--- src/rtl/swd_line_monitor_pkg.sv ---
// Shared types and constants for the SWD line monitor.
// Holds the FSM state encoding, the run counter width and the default select sequence.
package swd_line_monitor_pkg;

  localparam int RUN_W = 7;
  localparam logic [RUN_W-1:0] RUN_MAX = '1;
  localparam logic [15:0] SWITCH_SEQ_DEFAULT = 16'hE79E;

  typedef enum logic [1:0] {
    ST_UNSYNC = 2'd0,
    ST_LRESET = 2'd1,
    ST_SEQ    = 2'd2,
    ST_SYNCED = 2'd3
  } swd_state_e;

  function automatic logic [RUN_W-1:0] sat_inc(input logic [RUN_W-1:0] v);
    return (v == RUN_MAX) ? v : v + 1'b1;
  endfunction

endpackage

--- src/rtl/swd_line_monitor_run_counter.sv ---
// Saturating run-length counter of identical SWDIO samples.
// Also exposes the length the run will have after the current sample.
module swd_run_counter
  import swd_line_monitor_pkg::*;
(
  input  logic             i_sck,
  input  logic             i_rst_n,
  input  logic             i_sample,
  input  logic             i_sample_en,
  output logic [RUN_W-1:0] o_run_len,
  output logic [RUN_W-1:0] o_run_next
);

  logic             r_prev;
  logic [RUN_W-1:0] r_run_len;
  logic [RUN_W-1:0] w_run_next;

  // After reset the count is 0 and prev is 0, so the first sample lands on 1 either way.
  always_comb begin
    w_run_next = (i_sample != r_prev) ? RUN_W'(1) : sat_inc(r_run_len);
  end

  always_ff @(posedge i_sck or negedge i_rst_n) begin
    if (!i_rst_n) begin
      r_prev    <= 1'b0;
      r_run_len <= '0;
    end else if (i_sample_en) begin
      r_prev    <= i_sample;
      r_run_len <= w_run_next;
    end
  end

  assign o_run_len  = r_run_len;
  assign o_run_next = w_run_next;

endmodule

--- src/rtl/swd_line_monitor.sv ---
// SWD line monitor: detects line resets, the JTAG-to-SWD select sequence and bus idle.
// The FSM and the select-sequence shift register live here; run counting is in swd_run_counter.
module swd_line_monitor
  import swd_line_monitor_pkg::*;
#(
  parameter int          MIN_RESET_ONES = 50,
  parameter int          MIN_IDLE_ZEROS = 50,
  parameter logic [15:0] SWITCH_SEQ     = SWITCH_SEQ_DEFAULT
) (
  input  logic             i_sck,
  input  logic             i_rst_n,
  input  logic             i_swdio_in,
  input  logic             i_sample_en,
  output logic             o_line_reset,
  output logic             o_jtag2swd,
  output logic             o_synced,
  output logic             o_idle,
  output logic [1:0]       o_state,
  output logic [RUN_W-1:0] o_run_len
);

  localparam logic [RUN_W-1:0] RESET_CNT = RUN_W'(MIN_RESET_ONES);
  localparam logic [RUN_W-1:0] IDLE_CNT  = RUN_W'(MIN_IDLE_ZEROS);

  swd_state_e       r_state;
  logic [15:0]      r_shift;
  logic [3:0]       r_bit_cnt;
  logic             r_line_reset;
  logic             r_jtag2swd;
  logic             r_synced;
  logic             r_idle;

  logic [RUN_W-1:0] w_run_len;
  logic [RUN_W-1:0] w_run_next;
  logic             w_lr_hit;
  logic             w_seq_last;
  logic             w_seq_match;
  logic [15:0]      w_seq_word;
  logic             w_idle_next;

  swd_run_counter u_run_counter (
    .i_sck       (i_sck),
    .i_rst_n     (i_rst_n),
    .i_sample    (i_swdio_in),
    .i_sample_en (i_sample_en),
    .o_run_len   (w_run_len),
    .o_run_next  (w_run_next)
  );

  // Only the exact crossing fires, so a long ones run pulses line_reset once.
  assign w_lr_hit    = i_swdio_in && (w_run_next == RESET_CNT);
  assign w_seq_word  = {i_swdio_in, r_shift[14:0]};
  assign w_seq_last  = (r_state == ST_SEQ) && (r_bit_cnt == 4'd15);
  assign w_seq_match = w_seq_last && (w_seq_word == SWITCH_SEQ);

  // A zero sample can never be a line reset, so the next state is SEQ/SYNCED unless the sequence matches.
  assign w_idle_next = !i_swdio_in && (w_run_next >= IDLE_CNT) &&
                       ((r_state == ST_SYNCED) || (r_state == ST_LRESET) ||
                        ((r_state == ST_SEQ) && !w_seq_match));

  always_ff @(posedge i_sck or negedge i_rst_n) begin
    if (!i_rst_n) begin
      r_state      <= ST_UNSYNC;
      r_shift      <= '0;
      r_bit_cnt    <= '0;
      r_line_reset <= 1'b0;
      r_jtag2swd   <= 1'b0;
      r_synced     <= 1'b0;
      r_idle       <= 1'b0;
    end else begin
      r_line_reset <= 1'b0;
      r_jtag2swd   <= 1'b0;
      if (i_sample_en) begin
        r_idle <= w_idle_next;
        if (w_lr_hit) begin
          r_state      <= ST_LRESET;
          r_line_reset <= 1'b1;
          r_shift      <= '0;
          r_bit_cnt    <= '0;
          r_synced     <= 1'b0;
        end else begin
          case (r_state)
            ST_UNSYNC: r_state <= ST_UNSYNC;
            ST_LRESET: begin
              if (!i_swdio_in) begin
                r_state   <= ST_SEQ;
                r_shift   <= '0;
                r_bit_cnt <= 4'd1;
              end
            end
            ST_SEQ: begin
              if (w_seq_last) begin
                r_shift   <= w_seq_word;
                r_bit_cnt <= '0;
                if (w_seq_match) begin
                  r_jtag2swd <= 1'b1;
                  r_state    <= ST_UNSYNC;
                end else begin
                  r_state  <= ST_SYNCED;
                  r_synced <= 1'b1;
                end
              end else begin
                r_shift[r_bit_cnt] <= i_swdio_in;
                r_bit_cnt          <= r_bit_cnt + 4'd1;
              end
            end
            ST_SYNCED: r_state <= ST_SYNCED;
            default:   r_state <= ST_UNSYNC;
          endcase
        end
      end
    end
  end

  assign o_line_reset = r_line_reset;
  assign o_jtag2swd   = r_jtag2swd;
  assign o_synced     = r_synced;
  assign o_idle       = r_idle;
  assign o_state      = r_state;
  assign o_run_len    = w_run_len;

endmodule
--- config.mk ---
export PLATFORM = sky130hd
export DESIGN_NAME = swd_line_monitor
export DESIGN_NICKNAME = d
export VERILOG_FILES = /design/src/rtl/swd_line_monitor_pkg.sv /design/src/rtl/swd_line_monitor_run_counter.sv /design/src/rtl/swd_line_monitor.sv
export SDC_FILE = /design/constraint.sdc
export NUM_CORES = 1
export LEC_CHECK = 0
export CORE_MARGIN = 10
export CORE_UTILIZATION = 30
export CTS_CLUSTER_DIAMETER = 60
export CTS_CLUSTER_SIZE = 28
export DETAILED_ROUTE_END_ITERATION = 12
export GPL_TIMING_DRIVEN = 0
export REMOVE_ABC_BUFFERS = 1
export SYNTH_ARGS = -nofsm -noshare
export SYNTH_HDL_FRONTEND = slang
export SYNTH_HIERARCHICAL = 1
export SYNTH_SLANG_ARGS = --single-unit
--- constraint.sdc ---
create_clock -name i_sck -period 7.2 [get_ports i_sck]
set_input_delay 1.08 -clock i_sck [delete_from_list [all_inputs] [get_ports i_sck]]
set_output_delay 1.08 -clock i_sck [all_outputs]
set_load 0.01 [all_outputs]
==> results of run 1 <==
per-stage QoR:
| step | total power [mW] | cell area, sq um |
|---|---|---|
| detailed placement | 0.321 | 2250 |
| global placement | 0.320 | 2250 |
| finish | 0.463 | 2340 |
| CTS | 0.467 | 2340 |
| global route | 0.489 | 2340 |
| floorplan | 0.278 | 1970 |
synth_stat cells, types with 3 or more instances:
cell type	number	area, sq um
nand3_1	36	180
dfrtp_1	33	826
nand4_1	27	169
nand2_1	25	93.8
a21oi_1	11	55.1
buf_2	11	55.1
nor2_1	9	33.8
inv_1	7	26.3
o21ai_0	6	30.0
a31oi_1	5	31.3
ha_1	5	62.6
buf_6	4	45.0
clkbuf_1	4	15.0
o211ai_1	4	30.0
a21boi_0	3	22.5
and4_1	3	26.3
mux2i_1	3	30.0
nor2b_1	3	18.8
o31ai_1	3	22.5
flip-flops by register name, summed over array words and instances, names as in the netlist:
name	cells
u_run_counter/o_run_len	7
u_run_counter/r_prev	1
o_synced	1
r_shift	15
r_bit_cnt	4
o_state	2
o_line_reset	1
o_jtag2swd	1
o_idle	1
where the power goes:
group          total [mW]  internal (mW)  leakage [nW]  switching (mW)
logic              0.0992         0.0406         0.485          0.0586
registers           0.220          0.196         0.437          0.0241
clock network       0.143         0.0759        0.0443          0.0674
metal layers:
| layer | share of wire [%] | vias to the layer above | track usage (%) | wire length, um |
|---|---|---|---|---|
| li1 | - | 902 | - | - |
| met1 | 49 | 883 | 12.3 | 2500 |
| met2 | 45 | 51 | 14.9 | 2330 |
| met3 | 5.0 | 8 | 3.10 | 260 |
| met4 | 1.0 | 0 | 3.13 | 53 |
| met5 | 0 | - | 0 | 0 |
final timing paths:
check / cells after the start / end / slack [ps] / start
worst max-delay path: 7 / r_bit_cnt[3]$_DFFE_PN0P_ / 2820 / i_swdio_in
worst min-delay path: 2 / o_synced$_DFFE_PN0P_ / 490 / o_synced$_DFFE_PN0P_
worst max register to register: 8 / r_bit_cnt[3]$_DFFE_PN0P_ / 3670 / u_run_counter/o_run_len[0]$_DFFE_PN0P_
worst min register to register: 2 / o_synced$_DFFE_PN0P_ / 490 / o_synced$_DFFE_PN0P_
max in group asynchronous: 1 / o_line_reset$_DFF_PN0_ / 5860 / i_rst_n
min in group asynchronous: 1 / u_run_counter/o_run_len[6]$_DFFE_PN0P_ / 860 / i_rst_n
cells by family (layout without fill, tap and decap cells):
kind of cell / Yosys count / count (layout) / synth area share (%)
and+or+nand+nor: 122 / 122 / 32.8
AOI/OAI and AO/OA: 46 / 46 / 15.3
DFF: 33 / 33 / 39.4
buffers and inverters: 27 / 30 / 7.10
adders and majority gates: 5 / 5 / 2.98
muxes: 4 / 4 / 1.97
xor gates and xnor gates: 1 / 1 / 0.418
layout make-up:
cell class                      count  area [sq um]
Clock buffer                        7          86.3
Sequential cell                    33           826
Fill cell                         704          4460
Inverter                            7          26.3
Tap cell                           96           120
Timing Repair Buffer               16           155
Multi-Input combinational cell    178          1120
cells in the final DEF, fill, tap and decap left out, types with 4 or more instances in the layout:
master	n
clkdlybuf4s50_1	15
ha_1	5
nand2_1	25
o211ai_1	4
dfrtp_1	33
nand4_1	27
a21oi_1	11
a31oi_1	5
clkbuf_8	6
nor2_1	9
o21ai_0	6
inv_1	7
nand3_1	36
worst reg2reg max path: stages, from the launching register on:
cell	delay (ps)
dfrtp_1	480
ha_1	360
nand4_2	180
or3_1	340
a21o_1	180
nor3b_1	350
nand3_1	790
a21boi_0	540
o221ai_1	170
==> impl_metrics.tcl, run 1 <==
set metrics [dict create \
    dp.cells 330 \
    holdWs_ps 487 \
    worstMarginPinSlew_ps 1020 \
    final_util_pct 34.4 \
    crit_buf_inv 1 \
    worstPathMaxFanout 25 \
    grt_pass1_vias 1789 \
    htreeDepth 2 \
    tns_ps 0 \
    synthCells 238 \
    coreArea_sq_um 6790 \
    cts_tree "done" \
    rows 30 \
    cts_made_buffers 5 \
    finalNonFillerCells 337 \
    gp_congestion 0.747 \
    final_hold_viol_count 0 \
    io_buffers 16 \
    period_minus_slack_ps 4380 \
    slew-limit-headroom_pct 32.0 \
    setup_viol 0 \
    synth.distinct_cells 47 \
    crit_slowest_cell "nand3_1" \
    hold_path_class "flip-flop to flip-flop" \
    synth-main-ff-cell "dfrtp_1" \
    clock_latency_ps 280 \
    critPathKind "input pin to flip-flop" \
    dp_hpwl_um 3320 \
    path_clk_slew_ps 70 \
    synth_edf_count 0 \
    crit_arrival_ps 4530 \
    wire_per_inst_um 15.3 \
    rsz0062_at_grt "false" \
    areaGrowthSynthToFinish_pct 11.4 \
    crit_path_start_kind "input pin" \
    postCtsSetupBuffers 0 \
    cts_resized 0 \
    grt-ovfl-total 0 \
    ant_nets 0 \
    via_per_inst 5.47 \
    nets 250 \
    place_ws_ps 2610 \
    fmaxAchievable_ghz 0.228 \
    grt_antenna_before_repair 0 \
    wirelength_um 5150 \
    grt_max_degree 34 \
    root_buffer "clkbuf_8" \
    synth-async-reset-ratio_pct 100 \
    yosys_warnings 6 \
    diodes 0 \
    setup_ws_ps 2820 \
    drive_above_1_share_pct 7.05 \
    maxSlewViolCount 0 \
    clock-sinks 33 \
    ys_seq_area_share_pct 39.4 \
    status "finished clean" \
    end_kind "flip-flop" \
    ctsHoldBuffers 0 \
    initial_core_util_pct 30.9 \
    drc_errors 0 \
    ios 17 \
    die-height_um 104 \
    grt_first_pass_wirelength_um 8810 \
    cp.required_ps 7340 \
    synth_area_sq_um 2100 \
    cpLargestDelayFamily "simple AND/OR/NAND/NOR gates" \
    slowest_delay_ps 790 \
    die_area_sq_um 10700 \
    syn_avg_cell_area_sq_um 8.81 \
    p_per_area_nw_per_um2 198 \
    ys_seq_elements 33 \
    clock_path_buffers 2 \
    dr.pass1.iters 5 \
    crit_chain "clkdlybuf4s50_1 -> xor2_1 -> nor2_1 -> nor3b_1 -> nand3_1 -> a21boi_0 -> o221ai_1" \
    drt-initial-drc-count 129 \
    drv_cap 0 \
    fin_skew_ps 5.22 \
    die_w_um 104 \
    vdd_ir_drop_max_v 0.0000586 \
    routed-via-count 1844 \
    grt.total_usage_pct 9.62 \
    min_period_over_period_pct 60.8 \
    p_leak_nw 0.967 \
]
Note: power is estimated with default switching activity, not from simulation.
==> run 2, diff against run 1 <==
==> constraint.sdc (replaced) <==
create_clock -name i_sck -period 3.86 [get_ports i_sck]
set_input_delay 0.579 -clock i_sck [delete_from_list [all_inputs] [get_ports i_sck]]
set_output_delay 0.579 -clock i_sck [all_outputs]
set_load 0.01 [all_outputs]
==> run 2 against run 1 <==
Compared with the run above: sequential share of layout area is 0.24 points lower; sequential cell count unchanged; clock power grew 87%; first-iteration DRC count is 0.78% lower; critical path depth unchanged; setup slack lost 2300 ps; sequential power up 87%; wire length is 0.54% higher; via count up 1.4%; global-route usage stayed put; final cell count did not move; highest routed layer unchanged.
==> impl_metrics.tcl, run 2 (synthesis results as in run 1) <==
set metrics [dict create \
    seq_area_sq_um 826 \
    min_period_over_period_pct 87.8 \
    cts_tree "done" \
    end_kind "flip-flop" \
    fmaxAchievable_ghz 0.295 \
    pwr-share-clk_pct 30.9 \
    combPwrFrac_pct 21.6 \
    rows 30 \
    fill_cells 704 \
    crit_path_start_kind "input pin" \
    final_hold_viol_count 0 \
    dr.pass1.iters 4 \
    die_w_um 104 \
    coreArea_sq_um 6790 \
    ant_nets 0 \
    p_leak_nw 0.968 \
    multi_input_area_sq_um 1140 \
    diodes 0 \
    grt_antenna_before_repair 0 \
    clock-sinks 33 \
    worstPathMaxFanout 25 \
    ctsHoldBuffers 0 \
    crit_arrival_ps 3540 \
    htreeDepth 2 \
    top_register "r_shift" \
    crit_chain "clkdlybuf4s50_1 -> xor2_2 -> nor2_1 -> nor3b_1 -> nand3_2 -> a21boi_0 -> o221ai_1" \
    status "finished clean" \
    p_per_area_nw_per_um2 367 \
    grt-ovfl-total 0 \
    ios 17 \
    grt_first_pass_wirelength_um 8810 \
    r2r_start "u_run_counter/o_run_len[0]$_DFFE_PN0P_" \
    setup_ws_ps 471 \
    slew-limit-headroom_pct 32.1 \
    drt-initial-drc-count 128 \
    r2r_end "r_bit_cnt[3]$_DFFE_PN0P_" \
    fin_skew_ps 5.81 \
    grt_max_degree 34 \
    r2r_cells 8 \
    postCtsSetupBuffers 0 \
    die-height_um 104 \
    gp_congestion 0.747 \
    nets 250 \
    layout_common_cells "nand3_1 (35), dfrtp_1 (33), nand4_1 (27), nand2_1 (25), clkdlybuf4s50_1 (15)" \
    tns_ps 0 \
    seq_power_share_pct 47.5 \
    intPower_uw 583 \
    critPathKind "input pin to flip-flop" \
    clock_path_buffers 2 \
    rsz0062_at_grt "false" \
    drive_above_1_share_pct 8.30 \
    clock_latency_ps 280 \
    cts_made_buffers 5 \
    hold_path_class "input pin to asynchronous set/reset pin" \
    initial_core_util_pct 30.9 \
    place_ws_ps -233 \
    crit_slowest_cell "clkdlybuf4s50_1" \
    io_buffers 16 \
    drv_cap 0 \
    areaGrowthSynthToFinish_pct 12.2 \
    largest_reg_flops 15 \
    drc_errors 0 \
    place_area_sq_um 2250 \
    final_common_cell "nand3_1" \
    total_power_uw 864 \
    vdd_ir_drop_max_v 0.000113 \
    period_minus_slack_ps 3390 \
    maxSlewViolCount 0 \
    design_area_sq_um 2350 \
    root_buffer "clkbuf_8" \
    setup_viol 0 \
    die_area_sq_um 10700 \
    wirelength_um 5180 \
    via_per_inst 5.55 \
    cp.required_ps 4010 \
    slowest_delay_ps 710 \
    grt.total_usage_pct 9.62 \
    path_clk_slew_ps 70 \
    p_sw_uw 281 \
    swShare_pct 32.5 \
    grt_pass1_vias 1789 \
    worstMarginPinSlew_ps 1020 \
    routed-via-count 1869 \
    dp_hpwl_um 3320 \
    r2r_slack_ps 570 \
    wire_per_inst_um 15.4 \
]
run 2: changes by cell type in the layout (fill, tap and decap cells not counted):
cell	delta
xor2_2	+1
nand3_2	+1
a21oi_2	+1
xor2_1	-1
nand3_1	-1
a21oi_1	-1
run 2: worst max-delay path by stage:
stage,from,to,slack [ps],cells after the start
after detailed placement,i_swdio_in,r_bit_cnt[3]$_DFFE_PN0P_,-230,7
after floorplan,u_run_counter/o_run_len[0]$_DFFE_PN0P_,r_bit_cnt[3]$_DFFE_PN0P_,1020,8
after global placement,i_swdio_in,r_bit_cnt[3]$_DFFE_PN0P_,-200,7
after CTS,i_swdio_in,r_bit_cnt[3]$_DFFE_PN0P_,50,7
final,i_swdio_in,r_bit_cnt[3]$_DFFE_PN0P_,470,7
after global routing,i_swdio_in,r_bit_cnt[3]$_DFFE_PN0P_,170,7
run 2: final cells by class:
class / count / share of cell area, %
repair buffers: 16 / 6.60
multi-input cells: 178 / 48.4
clock buffers: 7 / 3.67
inverters: 7 / 1.12
flip-flops and latches: 33 / 35.1
well taps: 96 / 5.11
run 2: metrics by stage:
step	hold slack, ps	cells	utilization, %
6_report	359	337	34.6
5_1_grt	429	337	34.6
4_1_cts	399	337	34.4
3_5_place_dp	473	330	33.1
3_3_place_gp	472	330	33.2
2_1_floorplan	283	218	-
run 2: worst max-delay path, delay by kind of cell:
family	cells	cell delay [ps]
and+or+nand+nor	3	1170
buffers and inverters	1	710
AOI/OAI and AO/OA	2	600
xor gates and xnor gates	1	470
run 2: repair_timing:
| action | CTS | global route |
|---|---|---|
| resized for setup | 0 | 3 |
| setup endpoints to repair | 0 | 20 |
| endpoints found under the hold margin | 0 | 0 |
run 2: layer usage:
layer	track usage (%)	part of all wire [%]
met1	12.3	49
met5	0	0
met3	3.10	4.3
met2	14.9	46
met4	3.13	0.91
run 2: power by group through the flow:
stage | registers [mW] | logic, mW | clock network, mW
floorplan | 0.411 | 0.107 | 0
global placement | 0.415 | 0.182 | 0
detailed placement | 0.415 | 0.184 | 0
CTS | 0.409 | 0.186 | 0.277
global route | 0.416 | 0.206 | 0.291
finish | 0.411 | 0.187 | 0.267
